`src/rtl/shot_pkg.sv`:
```
// Shared types and board-geometry defaults for the shot mover and its collision controller.
package shot_pkg;

  localparam int DEF_BOARD_LEFT        = 32;
  localparam int DEF_BOARD_TOP         = 160;
  localparam int DEF_BOARD_RIGHT       = 607;
  localparam int DEF_BOARD_BOTTOM      = 479;
  localparam int DEF_SHOT_SIZE         = 8;
  localparam int DEF_MAX_FLIGHT_FRAMES = 60;

  typedef enum logic [1:0] {
    HIT_NONE     = 2'b00,
    HIT_MONSTER  = 2'b01,
    HIT_OBSTACLE = 2'b10,
    HIT_EXPIRED  = 2'b11
  } hit_type_e;

  typedef enum logic [1:0] {
    IDLE   = 2'b00,
    FLYING = 2'b01,
    RETIRE = 2'b10
  } state_e;

endpackage

```
`src/rtl/shot_frame_accum.sv`:
```
// Sticky per-frame overlap flags between the shot sprite and monsters / obstacles.
module shot_frame_accum
  import shot_pkg::*;
(
  input  logic clk,
  input  logic rst,
  input  logic start_of_frame,
  input  logic shot_dr,
  input  logic monster_dr,
  input  logic dirt_dr,
  input  logic bag_dr,
  output logic mon_seen,
  output logic obs_seen
);

  logic mon_seen_d, mon_seen_q;
  logic obs_seen_d, obs_seen_q;
  logic mon_hit, obs_hit;

  assign mon_hit = shot_dr & monster_dr;
  assign obs_hit = shot_dr & (dirt_dr | bag_dr);

  // On the frame pulse the old value is consumed; this cycle's overlap seeds the new frame.
  always_comb begin
    mon_seen_d = mon_seen_q | mon_hit;
    obs_seen_d = obs_seen_q | obs_hit;
    if (start_of_frame) begin
      mon_seen_d = mon_hit;
      obs_seen_d = obs_hit;
    end
  end

  always_ff @(posedge clk or posedge rst) begin
    if (rst) begin
      mon_seen_q <= 1'b0;
      obs_seen_q <= 1'b0;
    end else begin
      mon_seen_q <= mon_seen_d;
      obs_seen_q <= obs_seen_d;
    end
  end

  assign mon_seen = mon_seen_q;
  assign obs_seen = obs_seen_q;

endmodule

```
`src/rtl/shot_collision_ctrl.sv`:
```
// Decides once per frame whether the live shot must retire, and why.
module shot_collision_ctrl
  import shot_pkg::*;
#(
  parameter int BOARD_LEFT        = DEF_BOARD_LEFT,
  parameter int BOARD_TOP         = DEF_BOARD_TOP,
  parameter int BOARD_RIGHT       = DEF_BOARD_RIGHT,
  parameter int BOARD_BOTTOM      = DEF_BOARD_BOTTOM,
  parameter int SHOT_SIZE         = DEF_SHOT_SIZE,
  parameter int MAX_FLIGHT_FRAMES = DEF_MAX_FLIGHT_FRAMES
) (
  input  logic        clk,
  input  logic        reset,
  input  logic        startOfFrame,
  input  logic        shot_alive,
  input  logic [10:0] shot_topLeftX,
  input  logic [10:0] shot_topLeftY,
  input  logic        shot_dr,
  input  logic        monster_dr,
  input  logic        dirt_dr,
  input  logic        bag_dr,
  output logic        fireCollision,
  output logic        monster_hit,
  output logic [1:0]  hit_type
);

  localparam int CNT_W = $clog2(MAX_FLIGHT_FRAMES + 1);

  logic mon_seen, obs_seen;

  shot_frame_accum u_accum (
    .clk            (clk),
    .rst            (reset),
    .start_of_frame (startOfFrame),
    .shot_dr        (shot_dr),
    .monster_dr     (monster_dr),
    .dirt_dr        (dirt_dr),
    .bag_dr         (bag_dr),
    .mon_seen       (mon_seen),
    .obs_seen       (obs_seen)
  );

  // 12-bit extension keeps the far-edge sums from wrapping back into the board.
  logic [11:0] x_ext, y_ext, x_far, y_far;
  logic        out_of_bounds;

  assign x_ext = {1'b0, shot_topLeftX};
  assign y_ext = {1'b0, shot_topLeftY};
  assign x_far = x_ext + 12'(SHOT_SIZE - 1);
  assign y_far = y_ext + 12'(SHOT_SIZE - 1);

  assign out_of_bounds = (x_ext < 12'(BOARD_LEFT))  || (y_ext < 12'(BOARD_TOP)) ||
                         (x_far > 12'(BOARD_RIGHT)) || (y_far > 12'(BOARD_BOTTOM));

  state_e           state_d, state_q;
  hit_type_e        hit_type_d, hit_type_q;
  logic             fire_d, fire_q;
  logic             monster_hit_d, monster_hit_q;
  logic [CNT_W-1:0] cnt_d, cnt_q, cnt_inc;
  logic             expired;

  assign cnt_inc = (cnt_q == CNT_W'(MAX_FLIGHT_FRAMES)) ? cnt_q : cnt_q + CNT_W'(1);
  assign expired = (cnt_inc == CNT_W'(MAX_FLIGHT_FRAMES));

  always_comb begin
    state_d       = state_q;
    hit_type_d    = hit_type_q;
    fire_d        = fire_q;
    monster_hit_d = 1'b0;
    cnt_d         = cnt_q;
    case (state_q)
      IDLE: begin
        cnt_d  = '0;
        fire_d = 1'b0;
        if (shot_alive) state_d = FLYING;
      end
      FLYING: begin
        if (!shot_alive) begin
          state_d = IDLE;
          cnt_d   = '0;
        end else if (startOfFrame) begin
          cnt_d = cnt_inc;
          if (mon_seen) begin
            state_d       = RETIRE;
            fire_d        = 1'b1;
            monster_hit_d = 1'b1;
            hit_type_d    = HIT_MONSTER;
          end else if (obs_seen) begin
            state_d    = RETIRE;
            fire_d     = 1'b1;
            hit_type_d = HIT_OBSTACLE;
          end else if (out_of_bounds || expired) begin
            state_d    = RETIRE;
            fire_d     = 1'b1;
            hit_type_d = HIT_EXPIRED;
          end
        end
      end
      RETIRE: begin
        if (!shot_alive) begin
          fire_d  = 1'b0;
          state_d = IDLE;
        end
      end
      default: begin
        state_d = IDLE;
        fire_d  = 1'b0;
      end
    endcase
  end

  always_ff @(posedge clk or posedge reset) begin
    if (reset) begin
      state_q       <= IDLE;
      hit_type_q    <= HIT_NONE;
      fire_q        <= 1'b0;
      monster_hit_q <= 1'b0;
      cnt_q         <= '0;
    end else begin
      state_q       <= state_d;
      hit_type_q    <= hit_type_d;
      fire_q        <= fire_d;
      monster_hit_q <= monster_hit_d;
      cnt_q         <= cnt_d;
    end
  end

  assign fireCollision = fire_q;
  assign monster_hit   = monster_hit_q;
  assign hit_type      = hit_type_q;

endmodule

```
`config.mk`:
```
export PLATFORM = sky130hd
export DESIGN_NAME = shot_collision_ctrl
export DESIGN_NICKNAME = d
export VERILOG_FILES = /design/src/rtl/shot_pkg.sv /design/src/rtl/shot_frame_accum.sv /design/src/rtl/shot_collision_ctrl.sv
export SDC_FILE = /design/constraint.sdc
export NUM_CORES = 1
export LEC_CHECK = 0
export ABC_CLOCK_PERIOD_IN_PS = 3940
export BUFFER_PORTS_ARGS = -buffer_cell sky130_fd_sc_hd__buf_2
export CELL_PAD_IN_SITES_DETAIL_PLACEMENT = 1
export CELL_PAD_IN_SITES_GLOBAL_PLACEMENT = 2
export CORE_ASPECT_RATIO = 1.2
export CORE_MARGIN = 2
export CORE_UTILIZATION = 29
export CTS_CLUSTER_DIAMETER = 50
export CTS_CLUSTER_SIZE = 12
export DETAILED_ROUTE_END_ITERATION = 6
export PLACE_DENSITY = 0.78
export SLEW_MARGIN = 20
export SYNTH_ARGS = -nofsm -noshare
export SYNTH_HDL_FRONTEND = slang
export SYNTH_SLANG_ARGS = --single-unit
```
`constraint.sdc`:
```
create_clock -name clk -period 3.94 [get_ports clk]
set_clock_uncertainty 0.05 [all_clocks]
set_input_delay 0.394 -clock clk [delete_from_list [all_inputs] [get_ports clk]]
set_output_delay 0.394 -clock clk [all_outputs]
set_load 0.1 [all_outputs]
```
# --- Word level (Yosys, flattened, before mapping) ---
# Cells that the tools add are included.
word_totals:
  ff_bits: 14
  latchBits: 0
  ramBits: 0
  romBits: 0
  wordCells: 69
  memories: 0
classes:
  addsub: 3
  mul: 0
  div: 0
  n_lt_le_gt_ge: 4
  n_eq_ne: 11
  n_shift: 0
  mux: 28
  bitwise_logic: 5
  n_reduce_logical: 11
op_table:
  columns: ["operator", "count"]
  rows:
  - ["$add A11 B3 Y12 const B", 2]
  - ["$mux W2", 10]
  - ["$mux W6", 3]
  - ["$eq A6 B6 Y1 const B", 2]
  - ["$gt A12 B10 Y1 const B", 1]
  - ["$gt A12 B9 Y1 const B", 1]
  - ["$mux W1", 12]
  - ["$pmux W6 S2", 1]
  - ["$reduce_and A4 Y1", 3]
  - ["$lt A11 B6 Y1 const B", 1]
  - ["$lt A11 B8 Y1 const B", 1]
  - ["$ne A2 B2 Y1 const B", 4]
  - ["$add A6 B1 Y6 const B", 1]
  - ["$pmux W2 S3", 1]
  - ["$ne A5 B3 Y1 const B", 1]
  - ["$logic_or A1 B1 Y1", 4]
  - ["$ne A4 B2 Y1 const B", 1]
  - ["$ne A3 B3 Y1 const B", 1]
  - ["$or A1 B1 Y1", 3]
  - ["$reduce_bool A3 Y1", 1]
  - ["$and A1 B1 Y1", 2]
  - ["$eq A2 B1 Y1 const B", 1]
  - ["$eq A2 B2 Y1 const B", 1]
  - ["$logic_not A2 Y1", 1]
  - ["3 further kinds", 3]

# --- Logic depth before layout (Yosys ltp) ---
# Gate-level depths: netlist of the first run.
logic_depth:
  depth_word: 11
  depth_mapped: 7
  ltp_nobuf: 7

# --- Cells and area by module ---
# From an unflattened synthesis of the first run, not the netlist that was laid out.
unflattened:
  hier_cells: 96
  area_unflattened_um2: 885.8
modules_own_cells:
  columns: ["mod", "n_inst", "cells_each", "area_each_um2"]
  rows:
  - ["shot_collision_ctrl", 1, 87, 805.8]
  - ["shot_frame_accum", 1, 9, 80.1]

# --- Worst setup path before layout of the first run ---
# No wires, ideal clock.
synth_timing:
  path_type: "reg-to-reg"
  start: "register u_accum.mon_seen_q (netlist: u_accum.mon_seen)"
  end: "register hit_type_q[1] (netlist: hit_type[1])"
  setup_time_ns: 0.125
  arrival_time_ns: 1.630
  slack_ns: 2.135
  stages_incl_launch_ff: 6
  synth_period_minus_slack_ns: 1.805
  path_cell_list: "dfrtp_1 > nor4_2 > o211ai_2 > o41a_1 > a21oi_2 > mux2_4"
synth_via:
  elab_chain_cells: 2
  word_cells_on_any_way: 3
  classes_between: "mux: 1; reduce/logical: 2"
synth_lines:
  columns: ["element", "line", "text"]
  rows:
  - ["start, declared", "shot_frame_accum.sv:16", "logic mon_seen_d, mon_seen_q;"]
  - ["start signal, assigned", "shot_frame_accum.sv:38", "mon_seen_q <= mon_seen_d;"]
  - ["$reduce_bool A3 Y1 (no line)", null, null]
  - ["$reduce_and A4 Y1 (no line)", null, null]
  - ["end signal, assigned", "shot_collision_ctrl.sv:121", "hit_type_q <= hit_type_d;"]
  - ["end, declared", "shot_collision_ctrl.sv:56", "hit_type_e hit_type_d, hit_type_q;"]
# Parallel ways exist; a longest one is shown, timed or not.
# A chain may end at the register's enable or synchronous reset.

# --- Worst setup path in the final report of the first run ---
layout_timing:
  start: "register u_accum.obs_seen_q (netlist: u_accum.obs_seen)"
  end: "register hit_type_q[1] (netlist: hit_type[1])"
layout_via:
  elab_chain_cells: 2
  word_cells_on_any_way: 4
  classes_between: "mux: 2; reduce/logical: 2"
layout_lines:
  columns: ["element", "line", "text"]
  rows:
  - ["start, declared", "shot_frame_accum.sv:17", "logic obs_seen_d, obs_seen_q;"]
  - ["start signal, assigned", "shot_frame_accum.sv:39", "obs_seen_q <= obs_seen_d;"]
  - ["$reduce_bool A3 Y1 (no line) / $mux W2 (equally long branches)", null, null]
  - ["$reduce_and A4 Y1 (no line) / $mux W2 (equally long branches)", null, null]
# Parallel ways exist; a longest one is shown, timed or not.

==> flow_summary.html, run 1 <==
<table>
<tr><th>Metric</th><th>Value</th></tr>
<tr><th colspan="2">Placed design</th></tr>
<tr><td>Count of port buffers added during placement</td><td>33</td></tr>
<tr><td>Final weighted congestion of routability-driven global placement</td><td>0.813</td></tr>
<tr><td>DP Area</td><td>0.00112 mm2</td></tr>
<tr><td>HPWL reported at the end of detailed placement</td><td>2070 um</td></tr>
<tr><th colspan="2">Timing</th></tr>
<tr><td>Final Cycle Share</td><td>50.1%</td></tr>
<tr><td>Tightest Pin Transition</td><td>0.678 ns</td></tr>
<tr><td>Rel. slew slack</td><td>54.5%</td></tr>
<tr><td>Count of final setup violators</td><td>0</td></tr>
<tr><td>Hold violation total from the final report</td><td>0</td></tr>
<tr><td>Number of pins exceeding their max-slew limit in the final report</td><td>0</td></tr>
<tr><td>RSZ-0062 raised after global routing</td><td>no</td></tr>
<tr><td>Final worst path period need</td><td>1.97 ns</td></tr>
<tr><td>Worst hold slack after final layout</td><td>0.0894 ns</td></tr>
<tr><td>Highest clock frequency the design can meet</td><td>507 MHz</td></tr>
<tr><td>Final sum of negative setup slack</td><td>0 ns</td></tr>
<tr><th colspan="2">Run</th></tr>
<tr><td>Max_cap viols</td><td>0</td></tr>
<tr><th colspan="2">GRT</th></tr>
<tr><td>Number of global-route vias before repair</td><td>909</td></tr>
<tr><td>GRT Util Overall</td><td>14.8%</td></tr>
<tr><td>Sum of overflow across all layers after global routing</td><td>0</td></tr>
<tr><td>Global-route wire length before repair</td><td>4280 um</td></tr>
<tr><td>Largest net degree at the start of global routing</td><td>15</td></tr>
<tr><td>Antenna violations before repair</td><td>0</td></tr>
<tr><th colspan="2">Floorplan</th></tr>
<tr><td>Chip Height</td><td>65.8 um</td></tr>
<tr><td>Number of primary I/O pins</td><td>34</td></tr>
<tr><td>Core box area</td><td>0.00306 mm2</td></tr>
<tr><td>Die area</td><td>0.00365 mm2</td></tr>
<tr><td>Number of placement rows</td><td>22</td></tr>
<tr><td>Horizontal die dimension</td><td>55.5 um</td></tr>
<tr><td>Initial Utilization</td><td>30.2%</td></tr>
<tr><th colspan="2">Clock tree</th></tr>
<tr><td>Hold-fix buffers, CTS</td><td>0</td></tr>
<tr><td>Maximum clock insertion buffer count</td><td>2</td></tr>
<tr><td>TritonCTS buffer count</td><td>3</td></tr>
<tr><td>Number of buffers inserted by post-CTS setup repair</td><td>0</td></tr>
<tr><td>Clock tree from TritonCTS</td><td>yes</td></tr>
<tr><td>Clock transition at the registers of the reported paths</td><td>0.07 ns</td></tr>
<tr><td>H-tree levels</td><td>1</td></tr>
<tr><td>Clock Latency Late Sink</td><td>0.27 ns</td></tr>
<tr><td>Resized cells post-CTS</td><td>0</td></tr>
<tr><td>Root buf cell</td><td>sky130_fd_sc_hd__clkbuf_4</td></tr>
<tr><td>Clock tree sinks</td><td>14</td></tr>
<tr><th colspan="2">Final layout</th></tr>
<tr><td>Number of nets in the finished design</td><td>170</td></tr>
<tr><td>Area added between synthesis and finish</td><td>23.7%</td></tr>
<tr><td>Final design area excluding fillers</td><td>0.00114 mm2</td></tr>
<tr><td>Commonest non-fill, non-tap cells in the layout</td><td>sky130_fd_sc_hd__buf_2 (33), sky130_fd_sc_hd__dfrtp_1 (14), sky130_fd_sc_hd__nand2_1 (12), sky130_fd_sc_hd__o21ai_0 (10), sky130_fd_sc_hd__inv_1 (9)</td></tr>
<tr><td>Filler cell count</td><td>393</td></tr>
<tr><td>Layout cell share with drive strength beyond 1</td><td>34.6%</td></tr>
<tr><td>Most common cell after layout, fill and taps aside</td><td>sky130_fd_sc_hd__buf_2</td></tr>
<tr><td>Number of antenna cells inserted</td><td>0</td></tr>
<tr><td>Sequential standard cell area</td><td>350 um2</td></tr>
<tr><td>Utilization of the core after routing</td><td>37.3%</td></tr>
<tr><td>Area occupied by multi-input gates</td><td>520 um2</td></tr>
<tr><th colspan="2">Yosys</th></tr>
<tr><td>Async set or reset register ratio after synthesis</td><td>100%</td></tr>
<tr><td>Portion of netlist area occupied by mux cells</td><td>2.71%</td></tr>
<tr><td>Number of flip-flops and latches in the synthesized netlist</td><td>14</td></tr>
<tr><td>Simple-gate share of the synthesized area</td><td>24.7%</td></tr>
<tr><td>Post-Synth XOR/XNOR Area</td><td>0.950%</td></tr>
<tr><td>Net Count, Synth</td><td>135</td></tr>
<tr><td>Complex-gate fraction of the synthesized area</td><td>25.4%</td></tr>
<tr><td>Combined area of all synthesized cells</td><td>922 um2</td></tr>
<tr><td>Adder-cell share of the synthesized area</td><td>2.71%</td></tr>
<tr><td>Cells after Synth</td><td>103</td></tr>
<tr><td>YS warnings</td><td>0</td></tr>
<tr><td>Portion of the post-synthesis area used by sequential elements</td><td>38.0%</td></tr>
<tr><td>Ys flop type</td><td>sky130_fd_sc_hd__dfrtp_1</td></tr>
<tr><td>Mean cell area of the mapped netlist</td><td>8.95 um2</td></tr>
<tr><td>Largest family of logic cells by synthesized area</td><td>compound AO/OA/AOI/OAI gates</td></tr>
<tr><td>Yosys cell types</td><td>41</td></tr>
<tr><td>Number of synthesized flops with an enable pin</td><td>0</td></tr>
<tr><th colspan="2">Worst setup path</th></tr>
<tr><td>Crit path arrival time</td><td>2.09 ns</td></tr>
<tr><td>Crit path capture type</td><td>register</td></tr>
<tr><td>Number of buffers and inverters on the critical path</td><td>0</td></tr>
<tr><td>Critical path's slowest cell</td><td>sky130_fd_sc_hd__dfrtp_1</td></tr>
<tr><td>Category of cells accounting for the largest share of critical-path delay</td><td>compound AO/OA/AOI/OAI gates</td></tr>
<tr><td>Maximum cell stage delay along the critical path</td><td>0.43 ns</td></tr>
<tr><td>Maximum fanout along the worst path</td><td>3</td></tr>
<tr><td>Path type of the worst setup path</td><td>reg2reg</td></tr>
<tr><td>CP Cell Sequence</td><td>nor4_2, o211ai_2, o41a_1, a21oi_2, mux2_4</td></tr>
<tr><td>Type of element launching the critical path</td><td>register</td></tr>
<tr><td>CP Data Required Time</td><td>4.06 ns</td></tr>
<tr><th colspan="2">Route</th></tr>
<tr><td>Antenna Nets Post-Route</td><td>0</td></tr>
<tr><td>Starting DRT DRC Count</td><td>22</td></tr>
<tr><td>TritonRoute pass-1 iters</td><td>3</td></tr>
<tr><td>Vias</td><td>921</td></tr>
<tr><td>Avg WL per Cell</td><td>14.5 um</td></tr>
<tr><td>Via density per instance</td><td>5.35</td></tr>
<tr><td>DRC errors left</td><td>0</td></tr>
<tr><td>Detailed-route wire length</td><td>2490 um</td></tr>
<tr><th colspan="2">Min path</th></tr>
<tr><td>Hold WC Path Type</td><td>in2async</td></tr>
<tr><th colspan="2">Power and ir drop</th></tr>
<tr><td>Final total power</td><td>0.364 mW</td></tr>
<tr><td>Maximum vdd drop</td><td>198 uV</td></tr>
<tr><td>Power per cell area</td><td>319 mW/mm2</td></tr>
<tr><td>Leakage power summed over all cells</td><td>0.513 nW</td></tr>
<tr><th colspan="2">Status</th></tr>
<tr><td>Run status</td><td>completed</td></tr>
</table>
[power breakdown]
part / internal [mW] / switching [mW]
combinational: 0.0330 / 0.0877
sequential: 0.155 / 0.0115
clock: 0.0354 / 0.0409
total: 0.224 / 0.140
[layout make-up]
cell class                      instances  share of cell area [%]
Multi-Input combinational cell         76                    45.6
Inverter                               10                    3.29
Clock buffer                            3                    1.97
Sequential cell                        14                    30.7
Timing Repair Buffer                   33                    14.5
Tap cell                               36                    3.95
[layer usage]
metal	global-route usage (%)	routed length, um	vias to the layer above
met4	4.57	23	0
met5	0	0	-
li1	-	-	454
met1	16.9	1080	435
met3	4.70	149	2
met2	26.2	1240	30
[metrics by stage]
| step | setup WS (ns) | instances |
|---|---|---|
| 5_1_grt | 1.81 | 172 |
| 4_1_cts | 1.95 | 172 |
| 3_3_place_gp | 1.94 | 169 |
| 2_1_floorplan | 2.14 | 103 |
| 6_report | 1.97 | 172 |
| 3_5_place_dp | 1.89 | 169 |
[logic make-up after synthesis]
logic type,count (synthesis)
AO/OA/AOI/OAI,34
multiplexers,2
flip-flops,14
adder cells (fa/ha/maj),2
buffers and inverters,13
AND/OR/NAND/NOR,37
XOR/XNOR,1
[synthesized netlist by cell type (2+ instances only)]
master	instances	share of area, %
sky130_fd_sc_hd__a22o_1	2	1.9
sky130_fd_sc_hd__a41oi_1	3	2.8
sky130_fd_sc_hd__nor4_1	2	1.4
sky130_fd_sc_hd__a211oi_1	2	1.6
sky130_fd_sc_hd__inv_1	9	3.7
sky130_fd_sc_hd__o22ai_1	2	1.4
sky130_fd_sc_hd__a31oi_1	3	2.0
sky130_fd_sc_hd__buf_2	2	1.1
sky130_fd_sc_hd__a21oi_1	3	1.6
sky130_fd_sc_hd__nand2_1	12	4.9
sky130_fd_sc_hd__nor3_1	3	1.6
sky130_fd_sc_hd__nor2_1	2	0.81
sky130_fd_sc_hd__nand3_1	5	2.7
sky130_fd_sc_hd__o21ai_1	2	1.1
sky130_fd_sc_hd__ha_1	2	2.7
sky130_fd_sc_hd__o21ai_0	10	5.4
sky130_fd_sc_hd__dfrtp_1	14	38
sky130_fd_sc_hd__nand2b_1	2	1.4
[final timing paths]
check	startpoint	endpoint	slack, ns	cells past startpoint
max in group asynchronous	reset	cnt_q[3]	3.40	2
worst min register to register	fireCollision	fireCollision	0.44	2
worst min-delay path	reset	monster_hit	0.09	2
min in group clk	monster_dr	u_accum.mon_seen	0.29	3
worst max register to register	u_accum.obs_seen	hit_type[1]	1.97	5
worst max-delay path	u_accum.obs_seen	hit_type[1]	1.97	5
[state kept, by name (all words and copies together) (netlist names)]
signal	cells
hit_type	2
fireCollision	1
monster_hit	1
u_accum.obs_seen	1
state_q	2
cnt_q	6
u_accum.mon_seen	1
No activity file was read; power rests on OpenSTA's default activity.
==> inputs of run 2 (changes only) <==
--- a/config.mk
+++ b/config.mk
@@ -5,17 +5,17 @@
 export SDC_FILE = /design/constraint.sdc
 export NUM_CORES = 1
 export LEC_CHECK = 0
-export ABC_CLOCK_PERIOD_IN_PS = 3940
+export ABC_CLOCK_PERIOD_IN_PS = 1810
 export BUFFER_PORTS_ARGS = -buffer_cell sky130_fd_sc_hd__buf_2
 export CELL_PAD_IN_SITES_DETAIL_PLACEMENT = 1
 export CELL_PAD_IN_SITES_GLOBAL_PLACEMENT = 2
 export CORE_ASPECT_RATIO = 1.2
 export CORE_MARGIN = 2
-export CORE_UTILIZATION = 29
+export CORE_UTILIZATION = 25
 export CTS_CLUSTER_DIAMETER = 50
 export CTS_CLUSTER_SIZE = 12
 export DETAILED_ROUTE_END_ITERATION = 6
-export PLACE_DENSITY = 0.78
+export PLACE_DENSITY = 0.71
 export SLEW_MARGIN = 20
 export SYNTH_ARGS = -nofsm -noshare
 export SYNTH_HDL_FRONTEND = slang
==> constraint.sdc (replaced) <==
create_clock -name clk -period 1.81 [get_ports clk]
set_clock_uncertainty 0.05 [all_clocks]
set_input_delay 0.181 -clock clk [delete_from_list [all_inputs] [get_ports clk]]
set_output_delay 0.181 -clock clk [all_outputs]
set_load 0.1 [all_outputs]
==> run 2 against run 1 <==
  * Sequential share of layout area down 4.7 points
  * Core utilization up 0.64 points
  * Non-clock buffer count rose by 19
  * Combinational power grew to 2.5 times the previous value
  * Highest routed layer unchanged
==> flow_summary.html, run 2 (synthesized netlist as in run 1, its figures left out) <==
<table>
<tr><th>Metric</th><th>Value</th></tr>
<tr><th colspan="2">Floorplan</th></tr>
<tr><td>Initial Utilization</td><td>25.8% (-4.4 points)</td></tr>
<tr><td>Core box area</td><td>0.00357 mm2 (+17%)</td></tr>
<tr><td>Number of primary I/O pins</td><td>34 (unchanged)</td></tr>
<tr><td>Horizontal die dimension</td><td>59.4 um (+7.1%)</td></tr>
<tr><td>Number of placement rows</td><td>24 (+9.1%)</td></tr>
<tr><td>Chip Height</td><td>70.5 um (+7.2%)</td></tr>
<tr><td>Die area</td><td>0.00419 mm2 (+15%)</td></tr>
<tr><th colspan="2">GRT</th></tr>
<tr><td>Global-route wire length before repair</td><td>4960 um (+16%)</td></tr>
<tr><td>GRT Util Overall</td><td>15.3% (+0.56 points)</td></tr>
<tr><td>Largest net degree at the start of global routing</td><td>15 (unchanged)</td></tr>
<tr><td>Antenna violations before repair</td><td>0 (unchanged)</td></tr>
<tr><td>Sum of overflow across all layers after global routing</td><td>0 (unchanged)</td></tr>
<tr><td>Number of global-route vias before repair</td><td>1099 (+21%)</td></tr>
<tr><th colspan="2">Power and ir drop</th></tr>
<tr><td>Leakage power summed over all cells</td><td>0.617 nW (+20%)</td></tr>
<tr><td>Power per cell area</td><td>728 mW/mm2 (+130%)</td></tr>
<tr><td>Maximum vdd drop</td><td>341 uV (+73%)</td></tr>
<tr><th colspan="2">Route</th></tr>
<tr><td>Detailed-route wire length</td><td>2940 um (+18%)</td></tr>
<tr><td>Vias</td><td>995 (+8.0%)</td></tr>
<tr><td>Starting DRT DRC Count</td><td>15 (-32%)</td></tr>
<tr><td>Avg WL per Cell</td><td>15.1 um (+4.1%)</td></tr>
<tr><td>Via density per instance</td><td>5.10 (-4.7%)</td></tr>
<tr><td>DRC errors left</td><td>0 (unchanged)</td></tr>
<tr><td>TritonRoute pass-1 iters</td><td>4 (+1)</td></tr>
<tr><td>Antenna Nets Post-Route</td><td>0 (unchanged)</td></tr>
<tr><th colspan="2">Run</th></tr>
<tr><td>Max_cap viols</td><td>0 (unchanged)</td></tr>
<tr><th colspan="2">Final layout</th></tr>
<tr><td>Most common cell after layout, fill and taps aside</td><td>sky130_fd_sc_hd__buf_2</td></tr>
<tr><td>Number of antenna cells inserted</td><td>0 (unchanged)</td></tr>
<tr><td>Layout cell share with drive strength beyond 1</td><td>47.4% (+13 points)</td></tr>
<tr><td>Sequential standard cell area</td><td>353 um2 (+0.71%)</td></tr>
<tr><td>Area added between synthesis and finish</td><td>47.2%</td></tr>
<tr><td>Number of nets in the finished design</td><td>189 (+11%)</td></tr>
<tr><td>Area occupied by multi-input gates</td><td>553 um2 (+6.2%)</td></tr>
<tr><td>Filler cell count</td><td>436 (+11%)</td></tr>
<tr><td>Number of flip-flops under the largest register name</td><td>6 (unchanged)</td></tr>
<tr><td>Register with the most flip-flops</td><td>cnt_q</td></tr>
<tr><td>Commonest non-fill, non-tap cells in the layout</td><td>sky130_fd_sc_hd__buf_2 (33), sky130_fd_sc_hd__buf_4 (18), sky130_fd_sc_hd__nand2_1 (12), sky130_fd_sc_hd__dfrtp_1 (12), sky130_fd_sc_hd__o21ai_0 (10)</td></tr>
<tr><th colspan="2">Worst setup path</th></tr>
<tr><td>Worst reg2reg path depth</td><td>5 (unchanged)</td></tr>
<tr><td>Critical path's slowest cell</td><td>sky130_fd_sc_hd__dfrtp_1</td></tr>
<tr><td>Type of element launching the critical path</td><td>register</td></tr>
<tr><td>Reg2Reg Capture Point</td><td>hit_type[1]</td></tr>
<tr><td>Maximum cell stage delay along the critical path</td><td>0.41 ns (-0.02 ns)</td></tr>
<tr><td>CP Cell Sequence</td><td>nor4_4, o211ai_2, o41a_1, a21oi_2, mux2_4</td></tr>
<tr><td>Maximum fanout along the worst path</td><td>2 (-1)</td></tr>
<tr><td>Path type of the worst setup path</td><td>reg2reg</td></tr>
<tr><td>Crit path capture type</td><td>register</td></tr>
<tr><td>CP Data Required Time</td><td>1.90 ns (-2.16 ns)</td></tr>
<tr><td>Crit path arrival time</td><td>1.89 ns (-0.20 ns)</td></tr>
<tr><td>Launching point of the worst reg2reg path</td><td>u_accum.obs_seen</td></tr>
<tr><td>Category of cells accounting for the largest share of critical-path delay</td><td>compound AO/OA/AOI/OAI gates</td></tr>
<tr><td>Number of buffers and inverters on the critical path</td><td>0 (unchanged)</td></tr>
<tr><td>Reg-to-reg slack, setup</td><td>0.008 ns (-1.96 ns)</td></tr>
<tr><th colspan="2">Clock tree</th></tr>
<tr><td>Clock tree sinks</td><td>14 (unchanged)</td></tr>
<tr><td>Maximum clock insertion buffer count</td><td>2 (unchanged)</td></tr>
<tr><td>Root buf cell</td><td>sky130_fd_sc_hd__clkbuf_8</td></tr>
<tr><td>Clock transition at the registers of the reported paths</td><td>0.07 ns (about the same)</td></tr>
<tr><td>Clock tree from TritonCTS</td><td>yes</td></tr>
<tr><td>Clock Latency Late Sink</td><td>0.25 ns (-0.02 ns)</td></tr>
<tr><td>TritonCTS buffer count</td><td>3 (unchanged)</td></tr>
<tr><td>H-tree levels</td><td>1 (unchanged)</td></tr>
<tr><th colspan="2">Placed design</th></tr>
<tr><td>Count of port buffers added during placement</td><td>33 (unchanged)</td></tr>
<tr><td>Final weighted congestion of routability-driven global placement</td><td>0.751 (-7.6%)</td></tr>
<tr><td>Setup slack at placement</td><td>-0.121 ns (-2.02 ns)</td></tr>
<tr><td>HPWL reported at the end of detailed placement</td><td>2400 um (+16%)</td></tr>
<tr><th colspan="2">Timing</th></tr>
<tr><td>Highest clock frequency the design can meet</td><td>555 MHz (+9.4%)</td></tr>
<tr><td>Final Cycle Share</td><td>99.6% (+50 points)</td></tr>
<tr><td>Rel. slew slack</td><td>61.1% (+6.5 points)</td></tr>
<tr><td>Hold violation total from the final report</td><td>0 (unchanged)</td></tr>
<tr><td>Worst hold slack after final layout</td><td>0.111 ns (+0.0220 ns)</td></tr>
<tr><td>Setup slack of the critical path after layout</td><td>0.00798 ns (-1.96 ns)</td></tr>
<tr><td>Final worst path period need</td><td>1.80 ns (-0.170 ns)</td></tr>
<tr><td>Count of final setup violators</td><td>0 (unchanged)</td></tr>
<tr><td>Number of pins exceeding their max-slew limit in the final report</td><td>0 (unchanged)</td></tr>
<tr><td>RSZ-0062 raised after global routing</td><td>yes</td></tr>
<tr><td>Tightest Pin Transition</td><td>0.583 ns (-0.0950 ns)</td></tr>
<tr><th colspan="2">Status</th></tr>
<tr><td>Run status</td><td>completed</td></tr>
<tr><th colspan="2">Min path</th></tr>
<tr><td>Cells on Worst Hold Path</td><td>3</td></tr>
<tr><td>Hold WC Path Type</td><td>in2reg</td></tr>
<tr><td>Hold Path Sink</td><td>u_accum.obs_seen</td></tr>
<tr><td>Launch point of the worst hold path</td><td>dirt_dr</td></tr>
</table>
## run 2: changes by cell type in the layout (fill, tap and decap cells not counted), sizes merged
cell,delta
buf,+18
dlygate4sd3,+1
clkbuf,+1
## run 2: how the worst max path moves through the flow
stage	from	end	slack (ns)	cells after the start
4_1_cts	u_accum.obs_seen	hit_type[1]	-0.04	5
5_1_grt	u_accum.obs_seen	hit_type[1]	-0.08	5
2_1_floorplan	u_accum.mon_seen	hit_type[1]	0.005	5
3_3_place_gp	u_accum.mon_seen	hit_type[1]	-0.03	5
3_5_place_dp	u_accum.mon_seen	hit_type[1]	-0.12	5
6_report	u_accum.obs_seen	hit_type[1]	0.008	5
## run 2: cell type report
| cell class | instances | share of cell area, % |
|---|---|---|
| Tap cell | 39 | 3.59 |
| Inverter | 10 | 2.76 |
| Timing Repair Buffer | 52 | 22.9 |
| Sequential cell | 14 | 26.0 |
| Multi-Input combinational cell | 76 | 40.7 |
| Clock buffer | 4 | 4.06 |
## run 2: timing repair
action / in CTS / in global routing
setup endpoints to repair: 3 / 5
setup buffers: 0 / 1
pin swaps: 3 / 1
hold endpoints to repair: 14 / 0
gates resized for setup: 1 / 8
hold buffers: 1 / 0
## run 2: metrics by stage
stage	cells	setup TNS (ns)	utilization [%]	power, mW	area [um2]
after CTS	194	-0.0358	37.0	0.986	1320
after detailed placement	189	-0.149	35.0	0.661	1250
after global routing	195	-0.0851	38.0	1.03	1360
final	195	0	38.0	0.988	1360
after global placement	189	-0.0278	35.0	0.656	1250
after floorplan	103	0	-	0.555	922
## run 2: per-layer routing
| layer | global-route usage, % | wire (um) | vias to the layer above |
|---|---|---|---|
| met5 | 0 | 0 | - |
| met4 | 7.07 | 38 | 0 |
| met3 | 2.01 | 138 | 4 |
| met2 | 26.3 | 1550 | 27 |
| met1 | 18.5 | 1220 | 474 |
| li1 | - | - | 490 |
## run 2: tightest hold or removal path, stage by stage
cell and delay, ns:
sky130_fd_sc_hd__buf_2 0.07, sky130_fd_sc_hd__o21ai_0 0.06, sky130_fd_sc_hd__o21ai_0 0.07
## run 2: report_power, final
group	total, mW	leakage (nW)	switching (mW)	internal [mW]
Sequential	0.358	0.179	0.0194	0.339
Clock	0.327	0.0288	0.133	0.193
Combinational	0.303	0.409	0.206	0.0968
==> inputs of run 3 (changes only) <==
--- a/config.mk
+++ b/config.mk
@@ -15,7 +15,7 @@
 export CTS_CLUSTER_DIAMETER = 50
 export CTS_CLUSTER_SIZE = 12
 export DETAILED_ROUTE_END_ITERATION = 6
-export PLACE_DENSITY = 0.71
+export PLACE_DENSITY_LB_ADDON = 0.1
 export SLEW_MARGIN = 20
 export SYNTH_ARGS = -nofsm -noshare
 export SYNTH_HDL_FRONTEND = slang
==> run 3 against run 2 <==
  * Core utilization shrank 0.46 points
  * Setup slack gained 0.041 ns
  * Via count grew 1.4%
  * Global-route usage shrank 0.25 points
  * Sequential power is essentially flat
  * Final cell count shrank 0.51%
  * Sequential share of layout area grew 0.13 points
  * Highest routed layer unchanged
  * Clock power shrank 6.1%
  * Register-to-register slack gained 0.04 ns
  * Wire length shrank 0.51%
  * Cell area shrank 1.2%
==> flow_summary.html, run 3 (synthesized netlist as in run 1, its figures left out) <==
<table>
<tr><th>Metric</th><th>Value</th></tr>
<tr><th colspan="2">Placed design</th></tr>
<tr><td>Final weighted congestion of routability-driven global placement</td><td>0.740 (-1.5%)</td></tr>
<tr><td>Setup slack at placement</td><td>-0.0585 ns (+0.0630 ns)</td></tr>
<tr><td>HPWL reported at the end of detailed placement</td><td>2390 um (-0.37%)</td></tr>
<tr><td>Count of port buffers added during placement</td><td>33 (unchanged)</td></tr>
<tr><th colspan="2">Clock tree</th></tr>
<tr><td>Clock Latency Late Sink</td><td>0.24 ns (about the same)</td></tr>
<tr><td>Clock transition at the registers of the reported paths</td><td>0.06 ns (about the same)</td></tr>
<tr><td>Maximum clock insertion buffer count</td><td>2 (unchanged)</td></tr>
<tr><td>TritonCTS buffer count</td><td>3 (unchanged)</td></tr>
<tr><td>Number of buffers inserted by post-CTS setup repair</td><td>0 (unchanged)</td></tr>
<tr><td>Clock tree sinks</td><td>14 (unchanged)</td></tr>
<tr><td>Root buf cell</td><td>sky130_fd_sc_hd__clkbuf_8</td></tr>
<tr><td>Clock tree from TritonCTS</td><td>yes</td></tr>
<tr><td>H-tree levels</td><td>1 (unchanged)</td></tr>
<tr><th colspan="2">Timing</th></tr>
<tr><td>Final Cycle Share</td><td>97.3% (-2.3 points)</td></tr>
<tr><td>Setup slack of the critical path after layout</td><td>0.0490 ns (+0.0410 ns)</td></tr>
<tr><td>Hold violation total from the final report</td><td>0 (unchanged)</td></tr>
<tr><td>Highest clock frequency the design can meet</td><td>568 MHz (+2.3%)</td></tr>
<tr><td>RSZ-0062 raised after global routing</td><td>yes</td></tr>
<tr><td>Count of final setup violators</td><td>0 (unchanged)</td></tr>
<tr><td>Final sum of negative setup slack</td><td>0 ns (unchanged)</td></tr>
<tr><td>Final worst path period need</td><td>1.76 ns (-0.0410 ns)</td></tr>
<tr><td>Tightest Pin Transition</td><td>0.565 ns (-0.0182 ns)</td></tr>
<tr><td>Rel. slew slack</td><td>62.3% (+1.2 points)</td></tr>
<tr><td>Number of pins exceeding their max-slew limit in the final report</td><td>0 (unchanged)</td></tr>
<tr><td>Worst hold slack after final layout</td><td>0.123 ns (+0.0118 ns)</td></tr>
<tr><th colspan="2">Worst setup path</th></tr>
<tr><td>Crit path capture type</td><td>register</td></tr>
<tr><td>Crit path arrival time</td><td>1.84 ns (-0.05 ns)</td></tr>
<tr><td>Reg-to-reg slack, setup</td><td>0.05 ns (+0.04 ns)</td></tr>
<tr><td>Launching point of the worst reg2reg path</td><td>u_accum.obs_seen</td></tr>
<tr><td>Reg2Reg Capture Point</td><td>hit_type[1]</td></tr>
<tr><td>Maximum fanout along the worst path</td><td>2 (unchanged)</td></tr>
<tr><td>Worst reg2reg path depth</td><td>5 (unchanged)</td></tr>
<tr><td>CP Data Required Time</td><td>1.89 ns (about the same)</td></tr>
<tr><td>Type of element launching the critical path</td><td>register</td></tr>
<tr><td>Path type of the worst setup path</td><td>reg2reg</td></tr>
<tr><th colspan="2">Final layout</th></tr>
<tr><td>Most common cell after layout, fill and taps aside</td><td>sky130_fd_sc_hd__buf_2</td></tr>
<tr><td>Commonest non-fill, non-tap cells in the layout</td><td>sky130_fd_sc_hd__buf_2 (33), sky130_fd_sc_hd__buf_4 (17), sky130_fd_sc_hd__dfrtp_1 (14), sky130_fd_sc_hd__nand2_1 (12), sky130_fd_sc_hd__o21ai_0 (10)</td></tr>
<tr><td>Area added between synthesis and finish</td><td>45.5%</td></tr>
<tr><td>Sequential standard cell area</td><td>350 um2 (-0.71%)</td></tr>
<tr><td>Filler cell count</td><td>438 (+0.46%)</td></tr>
<tr><td>Layout cell share with drive strength beyond 1</td><td>45.2% (-2.3 points)</td></tr>
<tr><td>Number of flip-flops under the largest register name</td><td>6 (unchanged)</td></tr>
<tr><td>Number of nets in the finished design</td><td>188 (-0.53%)</td></tr>
<tr><td>Area occupied by multi-input gates</td><td>547 um2 (-1.1%)</td></tr>
<tr><td>Utilization of the core after routing</td><td>37.5% (-0.46 points)</td></tr>
<tr><td>Register with the most flip-flops</td><td>cnt_q</td></tr>
<tr><td>Number of antenna cells inserted</td><td>0 (unchanged)</td></tr>
<tr><th colspan="2">GRT</th></tr>
<tr><td>GRT Util Overall</td><td>15.1% (-0.25 points)</td></tr>
<tr><td>Number of global-route vias before repair</td><td>1096 (-0.27%)</td></tr>
<tr><td>Antenna violations before repair</td><td>0 (unchanged)</td></tr>
<tr><td>Sum of overflow across all layers after global routing</td><td>0 (unchanged)</td></tr>
<tr><td>Global-route wire length before repair</td><td>4840 um (-2.5%)</td></tr>
<tr><td>Largest net degree at the start of global routing</td><td>15 (unchanged)</td></tr>
<tr><th colspan="2">Floorplan</th></tr>
<tr><td>Chip Height</td><td>70.5 um (unchanged)</td></tr>
<tr><td>Horizontal die dimension</td><td>59.4 um (unchanged)</td></tr>
<tr><td>Number of placement rows</td><td>24 (unchanged)</td></tr>
<tr><td>Core box area</td><td>0.00357 mm2 (unchanged)</td></tr>
<tr><td>Initial Utilization</td><td>25.8% (unchanged)</td></tr>
<tr><td>Number of primary I/O pins</td><td>34 (unchanged)</td></tr>
<tr><td>Die area</td><td>0.00419 mm2 (unchanged)</td></tr>
<tr><th colspan="2">Route</th></tr>
<tr><td>Avg WL per Cell</td><td>15.1 um (about the same)</td></tr>
<tr><td>Via density per instance</td><td>5.20 (+1.9%)</td></tr>
<tr><td>DRC errors left</td><td>0 (unchanged)</td></tr>
<tr><td>TritonRoute pass-1 iters</td><td>3 (-1)</td></tr>
<tr><td>Detailed-route wire length</td><td>2930 um (-0.51%)</td></tr>
<tr><td>Vias</td><td>1009 (+1.4%)</td></tr>
<tr><td>Starting DRT DRC Count</td><td>25 (+10)</td></tr>
<tr><td>Antenna Nets Post-Route</td><td>0 (unchanged)</td></tr>
<tr><th colspan="2">Power and ir drop</th></tr>
<tr><td>Leakage power summed over all cells</td><td>0.616 nW (-0.13%)</td></tr>
<tr><td>Final total power</td><td>0.970 mW (-1.8%)</td></tr>
<tr><td>Maximum vdd drop</td><td>310 uV (-9.3%)</td></tr>
<tr><td>Power per cell area</td><td>723 mW/mm2 (-0.64%)</td></tr>
<tr><th colspan="2">Status</th></tr>
<tr><td>Run status</td><td>completed</td></tr>
<tr><th colspan="2">Run</th></tr>
<tr><td>Max_cap viols</td><td>0 (unchanged)</td></tr>
<tr><th colspan="2">Min path</th></tr>
<tr><td>Hold WC Path Type</td><td>in2reg</td></tr>
<tr><td>Cells on Worst Hold Path</td><td>3 (unchanged)</td></tr>
<tr><td>Launch point of the worst hold path</td><td>dirt_dr</td></tr>
<tr><td>Hold Path Sink</td><td>u_accum.obs_seen</td></tr>
</table>
==> run 3: power breakdown <==
group	leakage, nW	total [mW]	internal [mW]	switching, mW
logic	0.405	0.307	0.0956	0.212
clock network	0.0288	0.307	0.192	0.114
registers	0.182	0.356	0.339	0.0174
total	0.616	0.970	0.627	0.343
==> run 3: cell type report <==
cell class	instances	share of cell area, %
inverter	10	2.80
clock buffer	4	4.10
timing repair buffer	51	22.6
multi-input combinational	76	40.8
tap	39	3.64
sequential	14	26.1
==> run 3: worst max path at each step <==
stage / startpoint / end / slack, ns / cells after the start
3_5_place_dp: u_accum.mon_seen / hit_type[1] / -0.06 / 5
4_1_cts: u_accum.obs_seen / hit_type[1] / 0.0007 / 5
6_report: u_accum.obs_seen / hit_type[1] / 0.05 / 5
3_3_place_gp: u_accum.mon_seen / hit_type[1] / -0.04 / 5
5_1_grt: u_accum.obs_seen / hit_type[1] / -0.03 / 5
2_1_floorplan: u_accum.mon_seen / hit_type[1] / 0.005 / 5
==> run 3: metrics by stage <==
step           instance area (um2)  std cells
4_1_cts                       1320        194
3_3_place_gp                  1250        189
2_1_floorplan                  922        103
6_report                      1340        194
3_5_place_dp                  1250        189
5_1_grt                       1340        194
==> run 3: repair_timing <==
item	4_1_cts	5_1_grt
gates resized for setup	0	5
pin swaps	2	3
hold buffers	1	0
endpoints found under the setup margin	1	3
endpoints found under the hold margin	14	0
==> run 3: critical path: stages (launching register included) <==
cell,delay (ns)
sky130_fd_sc_hd__dfrtp_1,0.40
sky130_fd_sc_hd__nor4_2,0.25
sky130_fd_sc_hd__o211ai_2,0.13
sky130_fd_sc_hd__o41a_1,0.36
sky130_fd_sc_hd__a21oi_2,0.16
sky130_fd_sc_hd__mux2_4,0.31
==> run 3: routing by layer <==
metal	global-route usage [%]	vias up	wire length [um]
li1	-	490	-
met1	18.2	491	1240
met2	27.1	26	1520
met3	1.83	2	138
met4	4.55	0	27
met5	0	-	0
